File: src/rtl/if_stage_if.sv
// if_stage_if: fetch-stage bundle of control inputs, ROM bus and IF/ID outputs
interface if_stage_if #(
    parameter int ADDR_W = 8,
    parameter int INST_W = 32,
    parameter int CNT_W  = 16
);
    logic              stall_i;
    logic              redirect_i;
    logic [ADDR_W-1:0] redirect_pc_i;
    logic              halt_i;
    logic [ADDR_W-1:0] rom_pc_o;
    logic [INST_W-1:0] rom_inst_i;
    logic [ADDR_W-1:0] id_pc_o;
    logic [INST_W-1:0] id_inst_o;
    logic              id_valid_o;
    logic              halted_o;
    logic [CNT_W-1:0]  fetch_cnt_o;

    modport master (
        input  stall_i, redirect_i, redirect_pc_i, halt_i, rom_inst_i,
        output rom_pc_o, id_pc_o, id_inst_o, id_valid_o, halted_o, fetch_cnt_o
    );

    modport slave (
        output stall_i, redirect_i, redirect_pc_i, halt_i, rom_inst_i,
        input  rom_pc_o, id_pc_o, id_inst_o, id_valid_o, halted_o, fetch_cnt_o
    );
endinterface

File: src/rtl/if_stage.sv
// if_stage: PC, ROM addressing and IF/ID register with stall, redirect-flush and sticky halt
module if_stage #(
    parameter int                ADDR_W = 8,
    parameter int                INST_W = 32,
    parameter logic [INST_W-1:0] NOP    = INST_W'(32'h0000_0013),
    parameter int                CNT_W  = 16
) (
    input  logic        clk,
    input  logic        rst,
    if_stage_if.master  bus
);
    typedef enum logic {RUN, HALT} state_t;

    state_t            state_q, state_d;
    logic [ADDR_W-1:0] pc_q, id_pc_q;
    logic [INST_W-1:0] id_inst_q;
    logic              id_valid_q;
    logic [CNT_W-1:0]  cnt_q;
    logic              run, kill, advance;

    assign run     = state_q == RUN;
    assign kill    = run && (bus.halt_i || bus.redirect_i);
    assign advance = run && !bus.halt_i && !bus.redirect_i && !bus.stall_i;

    assign bus.rom_pc_o    = pc_q;
    assign bus.id_pc_o     = id_pc_q;
    assign bus.id_inst_o   = id_inst_q;
    assign bus.id_valid_o  = id_valid_q;
    assign bus.halted_o    = state_q == HALT;
    assign bus.fetch_cnt_o = cnt_q;

    // state register; HALT is left only through reset
    always_ff @(posedge clk) begin
        state_q <= rst ? RUN : state_d;
    end

    // halt request in RUN latches HALT; HALT ignores every input
    always_comb begin
        state_d = state_q;
        if (run && bus.halt_i) state_d = HALT;
    end

    // PC and IF/ID update: halt flushes, redirect flushes and retargets, stall holds, else advance
    always_ff @(posedge clk) begin
        if (rst) begin
            pc_q       <= '0;
            id_pc_q    <= '0;
            id_inst_q  <= NOP;
            id_valid_q <= 1'b0;
            cnt_q      <= '0;
        end else if (kill) begin
            pc_q       <= bus.halt_i ? pc_q : bus.redirect_pc_i;
            id_inst_q  <= NOP;
            id_valid_q <= 1'b0;
        end else if (advance) begin
            pc_q       <= pc_q + 1'b1;
            id_pc_q    <= pc_q;
            id_inst_q  <= bus.rom_inst_i;
            id_valid_q <= 1'b1;
            cnt_q      <= cnt_q + 1'b1;
        end
    end
endmodule
File: src/flat_wrapper.sv
// flat-port wrapper written by rule: the top's interface ports become plain ports
module if_stage_flat 
#(
    parameter int                ADDR_W = 8,
    parameter int                INST_W = 32,
    parameter logic [INST_W-1:0] NOP    = INST_W'(32'h0000_0013),
    parameter int                CNT_W  = 16
)
  (clk, rst, bus_stall_i, bus_redirect_i, bus_redirect_pc_i, bus_halt_i, bus_rom_inst_i, bus_rom_pc_o, bus_id_pc_o, bus_id_inst_o, bus_id_valid_o, bus_halted_o, bus_fetch_cnt_o);
  if_stage_if #(.ADDR_W(ADDR_W), .INST_W(INST_W), .CNT_W(CNT_W)) bus_i ();
  input  logic clk;
  input  logic rst;
  input wire logic [$bits(bus_i.stall_i)-1:0] bus_stall_i;
  input wire logic [$bits(bus_i.redirect_i)-1:0] bus_redirect_i;
  input wire logic [$bits(bus_i.redirect_pc_i)-1:0] bus_redirect_pc_i;
  input wire logic [$bits(bus_i.halt_i)-1:0] bus_halt_i;
  input wire logic [$bits(bus_i.rom_inst_i)-1:0] bus_rom_inst_i;
  output wire logic [$bits(bus_i.rom_pc_o)-1:0] bus_rom_pc_o;
  output wire logic [$bits(bus_i.id_pc_o)-1:0] bus_id_pc_o;
  output wire logic [$bits(bus_i.id_inst_o)-1:0] bus_id_inst_o;
  output wire logic [$bits(bus_i.id_valid_o)-1:0] bus_id_valid_o;
  output wire logic [$bits(bus_i.halted_o)-1:0] bus_halted_o;
  output wire logic [$bits(bus_i.fetch_cnt_o)-1:0] bus_fetch_cnt_o;
  assign bus_i.stall_i = bus_stall_i;
  assign bus_i.redirect_i = bus_redirect_i;
  assign bus_i.redirect_pc_i = bus_redirect_pc_i;
  assign bus_i.halt_i = bus_halt_i;
  assign bus_i.rom_inst_i = bus_rom_inst_i;
  assign bus_rom_pc_o = bus_i.rom_pc_o;
  assign bus_id_pc_o = bus_i.id_pc_o;
  assign bus_id_inst_o = bus_i.id_inst_o;
  assign bus_id_valid_o = bus_i.id_valid_o;
  assign bus_halted_o = bus_i.halted_o;
  assign bus_fetch_cnt_o = bus_i.fetch_cnt_o;
  if_stage #(.ADDR_W(ADDR_W), .INST_W(INST_W), .NOP(NOP), .CNT_W(CNT_W)) u_core (.clk(clk), .rst(rst), .bus(bus_i));
endmodule
File: config.mk
export PLATFORM = sky130hd
export DESIGN_NAME = if_stage_flat
export DESIGN_NICKNAME = d
export VERILOG_FILES = /design/src/rtl/if_stage_if.sv /design/src/rtl/if_stage.sv /design/src/flat_wrapper.sv
export SDC_FILE = /design/constraint.sdc
export NUM_CORES = 1
export LEC_CHECK = 0
export BUFFER_PORTS_ARGS = -buffer_cell sky130_fd_sc_hd__buf_2
export CAP_MARGIN = 20
export CELL_PAD_IN_SITES_DETAIL_PLACEMENT = 1
export CELL_PAD_IN_SITES_GLOBAL_PLACEMENT = 2
export CORE_AREA = 2 2 110 112
export DETAILED_ROUTE_END_ITERATION = 16
export DIE_AREA = 0 0 112 114
export GPL_ROUTABILITY_DRIVEN = 0
export PLACE_DENSITY_LB_ADDON = 0.15
export RECOVER_POWER = 25
export REMOVE_ABC_BUFFERS = 1
export SLEW_MARGIN = 20
export SYNTH_ARGS = -nofsm -noshare
export SYNTH_HDL_FRONTEND = slang
export SYNTH_SLANG_ARGS = --single-unit
File: constraint.sdc
create_clock -name clk -period 2.46 [get_ports clk]
set_input_delay 0.738 -clock clk [delete_from_list [all_inputs] [get_ports clk]]
set_output_delay 0.738 -clock clk [all_outputs]
set_load 0.1 [all_outputs]
==> results of run 1 <==
## layout make-up
class,instances,area [um^2],area share
flip-flops and latches,66,1320,0.353
multi-input cells,236,1200,0.320
repair buffers,127,679,0.181
clock buffers,11,253,0.0674
well taps,147,184,0.0491
clock inverters,5,100,0.0267
inverters,3,11.3,0.00301
## state kept, by name, summed over array words and instances, names as in the netlist
| name | count |
|---|---|
| u_core.bus.halted_o | 1 |
| u_core.bus.id_pc_o | 8 |
| u_core.bus.rom_pc_o | 8 |
| u_core.bus.fetch_cnt_o | 16 |
| u_core.bus.id_valid_o | 1 |
| u_core.bus.id_inst_o | 32 |
## worst max-delay path: stages
cell and delay, ns:
buf_2 0.10, or4_2 0.70, buf_4 0.19, nor4_1 0.40
nand3_1 0.14, mux2_2 0.28
## worst max-delay path by stage
stage                                 endpoint  slack, ns  depth (start not counted)
global placement    u_core.bus.fetch_cnt_o[15]      -0.14                          5
detailed placement  u_core.bus.fetch_cnt_o[14]      -0.26                          6
CTS                 u_core.bus.fetch_cnt_o[14]       0.08                          6
global route        u_core.bus.fetch_cnt_o[14]       0.03                          6
finish              u_core.bus.fetch_cnt_o[14]       0.12                          6
floorplan            u_core.bus.fetch_cnt_o[3]      -2.41                          4
## per-stage QoR
stage | hold slack [ns] | TNS [ns] | instances | utilization
floorplan | 0.807 | -98.85 | 305 | -
global placement | 0.440 | -0.865 | 579 | 0.291
detailed placement | 0.447 | -1.56 | 579 | 0.291
CTS | 0.455 | 0 | 595 | 0.321
global route | 0.476 | 0 | 595 | 0.320
finish | 0.452 | 0 | 595 | 0.320
## power by group through the flow
| stage | Sequential (mW) | Combinational (mW) | Clock (mW) |
|---|---|---|---|
| 6_report | 1.11 | 0.303 | 1.52 |
| 3_3_place_gp | 1.13 | 0.310 | 0 |
| 4_1_cts | 1.11 | 0.313 | 1.57 |
| 2_1_floorplan | 1.25 | 0.0685 | 0 |
| 3_5_place_dp | 1.13 | 0.312 | 0 |
| 5_1_grt | 1.11 | 0.327 | 1.63 |
## per-layer routing
| layer | GRT usage | wire length [um] |
|---|---|---|
| met5 | 0 | 0 |
| met1 | 0.166 | 3790 |
| met3 | 0.0383 | 442 |
| met4 | 0.0610 | 143 |
| met2 | 0.230 | 4060 |
## cell families after synthesis
family          Yosys count  synth area share
xor+xnor                 11            0.0369
compound gates           65             0.140
fa+ha+maj                 2           0.00960
mux                       3            0.0125
flops                    66             0.507
buf+inv                  23            0.0341
simple gates            155             0.260
## Yosys cell counts
master,n
mux2i_1,1
a21o_1,1
a31oi_1,3
nor3_1,4
nand3b_1,1
xnor2_1,7
o32ai_1,1
ha_1,2
nand2_1,91
o21ba_2,2
a22oi_1,2
clkbuf_1,17
nand2b_1,3
xor2_1,4
and3_1,2
dfxtp_1,66
inv_1,3
a21oi_1,46
nand4_1,4
o31ai_1,1
nor4_1,5
or2_2,1
o21bai_1,1
nor3b_1,1
buf_2,2
nor2b_1,3
nand3_1,12
o211ai_1,1
buf_1,1
a221oi_1,1
or3_1,5
or4_1,3
mux2_2,2
nor2_1,20
o31a_1,1
o21ai_0,5
==> flow_summary.toml, run 1 <==
[worst_setup_path]
r2r_end = "u_core.bus.fetch_cnt_o[14]"
cp.arrival_ns = 2.55
startpoint = "bus_redirect_i"
r2r-start = "u_core.bus.halted_o"
end_kind = "flop"
required_ns = 2.68
critPathMaxFanout = 5
setup.worst_path.start_class = "input pin"
crit_type = "input pin to flop"
r2r_cells = 5
reg2reg_setup_slack_ns = 0.31

[power_and_ir_drop]
internal_power_mw = 2.21
switching_share = 0.247
clockPowerShare = 0.519
p_total_mw = 2.93
p_sw_mw = 0.722
power.leakage_nw = 1.58
power_density_nw_per_um2 = 782
comb_power_share = 0.103
vdd_drop_max_uv = 229
p_seq_frac = 0.377

[hold_path]
hp-class = "flop to flop"
min_from = "u_core.bus.id_inst_o[16]"
min_path_cells = 2
min_to = "u_core.bus.id_inst_o[16]"

[grt]
grt_pass1_vias = 2674
grt_pass1_wl_um = 13700
grt_usage = 0.137
overflow = 0
grt_antenna_before_repair = 0
grt_max_degree = 36

[layout]
area_delta_synth_final_pct = 43.7
antennaDiodeCount = 0
nFillCells = 1444
final_nets = 490
layout_commonest_cell = "nand2_1"
drive_gt1_frac = 0.326
layout_common_cells = "nand2_1, buf_2, dfxtp_1"
fin_area_um2 = 3750

[run_status]
status = "finished clean"

[clocking]
cts_max_level = 3
cts_made_buffers = 9
post-cts-setup-buffers = 0
cts.sink_count = 66
cts_tree = "yes"
post_cts_resized = 0
clk_pin_slew_worst_paths_ns = 0.06
clk_latency_ns = 0.33
cts_max_path_buffers = 2
cts_hold_repair.buffers = 0
cts_root_buffer = "clkbuf_16"

[place]
dpl_cell_area_um2 = 3410
io_buffers = 110
place_hpwl_um = 5920
dp_slack_ns = -0.262

[sta]
final.setup.worst_slack_ns = 0.125
min_period_over_period = 0.949
drv_slew = 0
setup_violations = 0
max_freq_mhz = 428
fin_crit_ns = 2.34
worst_pin_slew_ns = 0.851
report.final.hold_viol_count = 0
rsz0062_at_grt = "false"
relSlewSlack = 0.433
fin_skew_ns = 0.00308

[logic_synthesis]
syn-cell-area_um2 = 2610
yosysWarnings = 0
avgSynthCellArea_um2 = 8.02
synthTopCellsByArea = "dfxtp_1, nand2_1, a21oi_1, nor2_1, clkbuf_1"
yosysTopAreaCellShare = 0.507
synth_cell_type_count = 36
synthCells = 325
ys_seq_area_frac = 0.507
synth_area_leader_cell = "dfxtp_1"
synth-seq-cells = 66

[floorplanning]
die_y_um = 114
row_count = 40
die_w_um = 112
io_pins = 111
die-area_um2 = 12800
start_util = 0.223
core-area_um2 = 11700

[drt]
drt_wl_total_um = 8440
viasPerCell = 4.44
wl_per_cell_um = 14.2
route.vias.total = 2644
ant_nets = 0
drtPass1Iterations = 4
drt-initial-drc-count = 123
drc_errors = 0

[flow_run]
maxCapViolations = 0
No activity file was read; power rests on OpenSTA's default activity.
==> run 2, diff against run 1 <==
- MAX_ROUTING_LAYER: not set -> met4
==> run 2 against run 1 <==
Highest routed layer unchanged. Combinational power about the same. Critical path depth unchanged. Final area unchanged. Total power about the same. Non-clock buffer count unchanged. Sequential share of layout area unchanged. First-iteration DRC count up 8.1%.
==> flow_summary.toml, run 2 (same netlist as run 1, synthesis figures left out) <==
[layout]
fin_area_um2 = 3750
final_nets = 490
nFillCells = 1444
layout_common_cells = "nand2_1, buf_2, dfxtp_1"
post-route-util = 0.320
drive_gt1_frac = 0.326
largest_register_ffs = 32
layout_commonest_cell = "nand2_1"
area_delta_synth_final_pct = 43.7
antennaDiodeCount = 0

[place]
dpl_cell_area_um2 = 3410
dp_slack_ns = -0.262
place_hpwl_um = 5920
io_buffers = 110

[worst_setup_path]
required_ns = 2.68
path_cells = "buf_2, or4_2, buf_4, nor4_1, nand3_1, mux2_2"
critPathMaxFanout = 5
setup.worst_path.start_class = "input pin"
crit_slowest_cell = "or4_2"
cp.arrival_ns = 2.55
cp_top_family = "simple AND/OR/NAND/NOR gates"
startpoint = "bus_redirect_i"
cp_num_buf_inv = 2
crit_type = "input pin to flop"
r2r-start = "u_core.bus.halted_o"
cpPeakStageDelay_ns = 0.70
r2r_cells = 5
cp.depth = 6
end_kind = "flop"

[sta]
relSlewSlack = 0.433
final.setup.worst_slack_ns = 0.125
drv_slew = 0
whs_ns = 0.452
rsz0062_at_grt = "false"
max_freq_mhz = 428
fin_crit_ns = 2.33
min_period_over_period = 0.949
report.final.hold_viol_count = 0
fin_skew_ns = 0.00300
worst_pin_slew_ns = 0.851
setup_violations = 0

[power_and_ir_drop]
power.leakage_nw = 1.58
power_density_nw_per_um2 = 782
vdd_drop_max_uv = 229

[clocking]
clk_pin_slew_worst_paths_ns = 0.06
post-cts-setup-buffers = 0
cts_root_buffer = "clkbuf_16"
cts_tree = "yes"
cts_max_level = 3
cts.sink_count = 66
cts_made_buffers = 9
clk_latency_ns = 0.33
cts_hold_repair.buffers = 0
cts_max_path_buffers = 2
post_cts_resized = 0

[floorplanning]
die_w_um = 112
die-area_um2 = 12800
die_y_um = 114
core-area_um2 = 11700
start_util = 0.223
io_pins = 111
row_count = 40

[drt]
viasPerCell = 4.45
drt_wl_total_um = 8450
wl_per_cell_um = 14.2
ant_nets = 0
drt-initial-drc-count = 133
drtPass1Iterations = 4
route.vias.total = 2647
drc_errors = 0

[grt]
grt_max_degree = 36
grt_antenna_before_repair = 0
grt_pass1_vias = 2676
grt_pass1_wl_um = 13700
overflow = 0
grt_usage = 0.142

[hold_path]
hp-class = "flop to flop"
min_from = "u_core.bus.id_inst_o[16]"
min_path_cells = 2

[flow_run]
maxCapViolations = 0

[run_status]
status = "finished clean"
==> run 2: report_power, final <==
part	internal, mW	switching, mW
logic	0.0785	0.224
clock network	1.04	0.480
registers	1.09	0.0181
==> run 2: layout make-up <==
cell class,count,area [um^2],area share
clock buffer,11,253,0.0674
sequential,66,1320,0.353
tap,147,184,0.0491
timing repair buffer,127,679,0.181
clock inverter,5,100,0.0267
inverter,3,11.3,0.00301
multi-input combinational,236,1200,0.320
==> run 2: path summary, 6_finish.rpt <==
kind,slack [ns],endpoint
worst min-delay path,0.45,u_core.bus.id_inst_o[16]
worst min register to register,0.45,u_core.bus.id_inst_o[16]
worst max-delay path,0.13,u_core.bus.fetch_cnt_o[14]
worst max register to register,0.31,u_core.bus.fetch_cnt_o[14]
==> run 2: worst min-delay path, stage by stage (launching register included) <==
cell and delay, ns:
dfxtp_1 0.30, nand2_1 0.05, a21oi_1 0.05
==> run 2: routing by layer <==
metal	GRT usage	up-vias	routed length (um)
li1	-	1331	-
met1	0.170	1246	3900
met2	0.230	60	4060
met3	0.0313	10	340
met4	0.0610	0	146
met5	-	-	0
==> run 2: per-stage QoR <==
| stage | setup TNS [ns] | cells | total power [mW] |
|---|---|---|---|
| CTS | 0 | 595 | 2.99 |
| finish | 0 | 595 | 2.93 |
| global placement | -0.865 | 579 | 1.44 |
| global route | 0 | 595 | 3.06 |
| detailed placement | -1.56 | 579 | 1.44 |
| floorplan | -98.85 | 305 | 1.32 |
==> run 3, diff against run 2 <==
- ABC_AREA: not set -> 1
- CORE_AREA: 2 2 110 112 -> 2 2 114 116
- DIE_AREA: 0 0 112 114 -> 0 0 116 118
==> run 3 against run 2 <==
Global-route usage grew 0.14 points. Final cell count up 13%. First-iteration DRC count decreased by 53%. Critical endpoint is now bus_rom_pc_o[5].
==> flow_summary.toml, run 3 <==
[clocking]
cts_max_path_buffers = 2
clk_pin_slew_worst_paths_ns = 0.06
cts.sink_count = 66
post_cts_resized = 0
cts_max_level = 3
cts_made_buffers = 9
cts_tree = "yes"
cts_root_buffer = "clkbuf_16"
clk_latency_ns = 0.34
post-cts-setup-buffers = 0
cts_hold_repair.buffers = 0

[drt]
drt_wl_total_um = 8940
drt-initial-drc-count = 63
drtPass1Iterations = 4
drc_errors = 0
route.vias.total = 2834
viasPerCell = 4.20
ant_nets = 0
wl_per_cell_um = 13.2

[worst_setup_path]
end_kind = "primary output"
cp_top_family = "buffers and inverters"
r2r_cells = 5
critPathMaxFanout = 7
r2r-start = "u_core.bus.halted_o"
crit_type = "flop to primary output"
crit_slowest_cell = "buf_2"
cpPeakStageDelay_ns = 0.48
required_ns = 1.72
path_cells = "buf_2"
cp_num_buf_inv = 1
cp.arrival_ns = 1.29
setup.worst_path.start_class = "flop"
reg2reg_setup_slack_ns = 0.58
r2r_end = "u_core.bus.rom_pc_o[4]"

[floorplanning]
die_w_um = 116
core-area_um2 = 12400
die-area_um2 = 13700
io_pins = 111
row_count = 41
start_util = 0.226
die_y_um = 118

[logic_synthesis]
synth-seq-cells = 66
post-synth-top-count-cell = "nand2_1"
synthFlopType = "dfxtp_1"
synthTopCellsByArea = "dfxtp_1, nand2_1, a21oi_1, nor2_1, o21ai_0"
synth_edf_count = 0
synth_common_cells = "nand2_1, dfxtp_1, a21oi_1"
avgSynthCellArea_um2 = 7.22
syn-cell-area_um2 = 2800
synth_cell_type_count = 29
synthCells = 388
synthArstFlopShare = 0
synth_area_leader_cell = "dfxtp_1"
ys_seq_area_frac = 0.472
yosysWarnings = 0
yosysTopAreaCellShare = 0.472

[sta]
fin_setup_tns_ns = 0
report.final.hold_viol_count = 0
rsz0062_at_grt = "false"
relSlewSlack = 0.419
setup_violations = 0
fin_skew_ns = 0.00444
fin_crit_ns = 2.02
worst_pin_slew_ns = 0.866
whs_ns = 0.459
drv_slew = 0
min_period_over_period = 0.823
max_freq_mhz = 494

[power_and_ir_drop]
power_density_nw_per_um2 = 753
power.leakage_nw = 1.71
p_total_mw = 2.89
vdd_drop_max_uv = 311

[grt]
grt_pass1_wl_um = 14800
overflow = 0
grt_usage = 0.143
grt_max_degree = 31
grt_antenna_before_repair = 0
grt_pass1_vias = 2968

[place]
place_hpwl_um = 6520
io_buffers = 110

[layout]
layout_common_cells = "nand2_1, buf_2, dfxtp_1"
antennaDiodeCount = 0
multiInputGateArea_um2 = 1260
layout_commonest_cell = "nand2_1"
drive_gt1_frac = 0.282
final_nets = 545
nFillCells = 1592
largest_register_ffs = 32
area_delta_synth_final_pct = 37.0
post-route-util = 0.309
seqCellArea_um2 = 1320

[hold_path]
min_to = "u_core.bus.id_inst_o[11]"
min_path_cells = 2
hp-class = "flop to flop"
min_from = "u_core.bus.id_inst_o[11]"

[run_status]
status = "finished clean"

[flow_run]
maxCapViolations = 0
## run 3: report_power, final
group | total [mW] | switching (mW) | internal (mW)
Clock | 1.39 | 0.496 | 0.895
Sequential | 1.12 | 0.0226 | 1.09
Combinational | 0.380 | 0.298 | 0.0824
Total | 2.89 | 0.817 | 2.07
## run 3: worst register-to-register path, cell delays in order, from the launching register on
cell and delay [ns]:
dfxtp_1 0.34, o21bai_2 0.22, o21ai_1 0.69, inv_1 0.24, a21oi_1 0.20, nor3_2 0.05
## run 3: metal layers
metal	GRT usage	routed length, um
met1	0.162	3970
met2	0.225	4130
met3	0.0597	689
met4	0.0513	151
met5	-	0
## run 3: stage by stage
step | instance area [um^2] | std cells | setup slack (ns)
after detailed placement | 3540 | 659 | 0.453
after floorplan | 2710 | 370 | 0.323
after global routing | 3840 | 675 | 0.241
final | 3840 | 675 | 0.435
after CTS | 3860 | 675 | 0.394
after global placement | 3540 | 659 | 0.525
## run 3: how the worst max path moves through the flow
stage | startpoint | end | slack (ns) | cells after the start
final | u_core.bus.rom_pc_o[5] | bus_rom_pc_o[5] | 0.44 | 1
after global routing | bus_redirect_i | u_core.bus.rom_pc_o[4] | 0.24 | 7
after CTS | u_core.bus.rom_pc_o[5] | bus_rom_pc_o[5] | 0.39 | 1
after detailed placement | bus_redirect_i | u_core.bus.rom_pc_o[4] | 0.45 | 7
after global placement | bus_redirect_i | u_core.bus.rom_pc_o[4] | 0.52 | 7
after floorplan | u_core.bus.halted_o | u_core.bus.id_pc_o[3] | 0.32 | 5
## run 3: cells by family after synthesis
logic type      Yosys count  synth area share
compound gates           81             0.154
buf+inv                  47            0.0728
fa+ha+maj                 2           0.00894
simple gates            192             0.292
flops                    66             0.472
## run 3: area by class of cell
| type | count | area share |
|---|---|---|
| well taps | 172 | 0.0561 |
| clock inverters | 3 | 0.0117 |
| inverters | 29 | 0.0284 |
| repair buffers | 117 | 0.157 |
| clock buffers | 13 | 0.0731 |
| flip-flops and latches | 66 | 0.344 |
| multi-input cells | 275 | 0.329 |
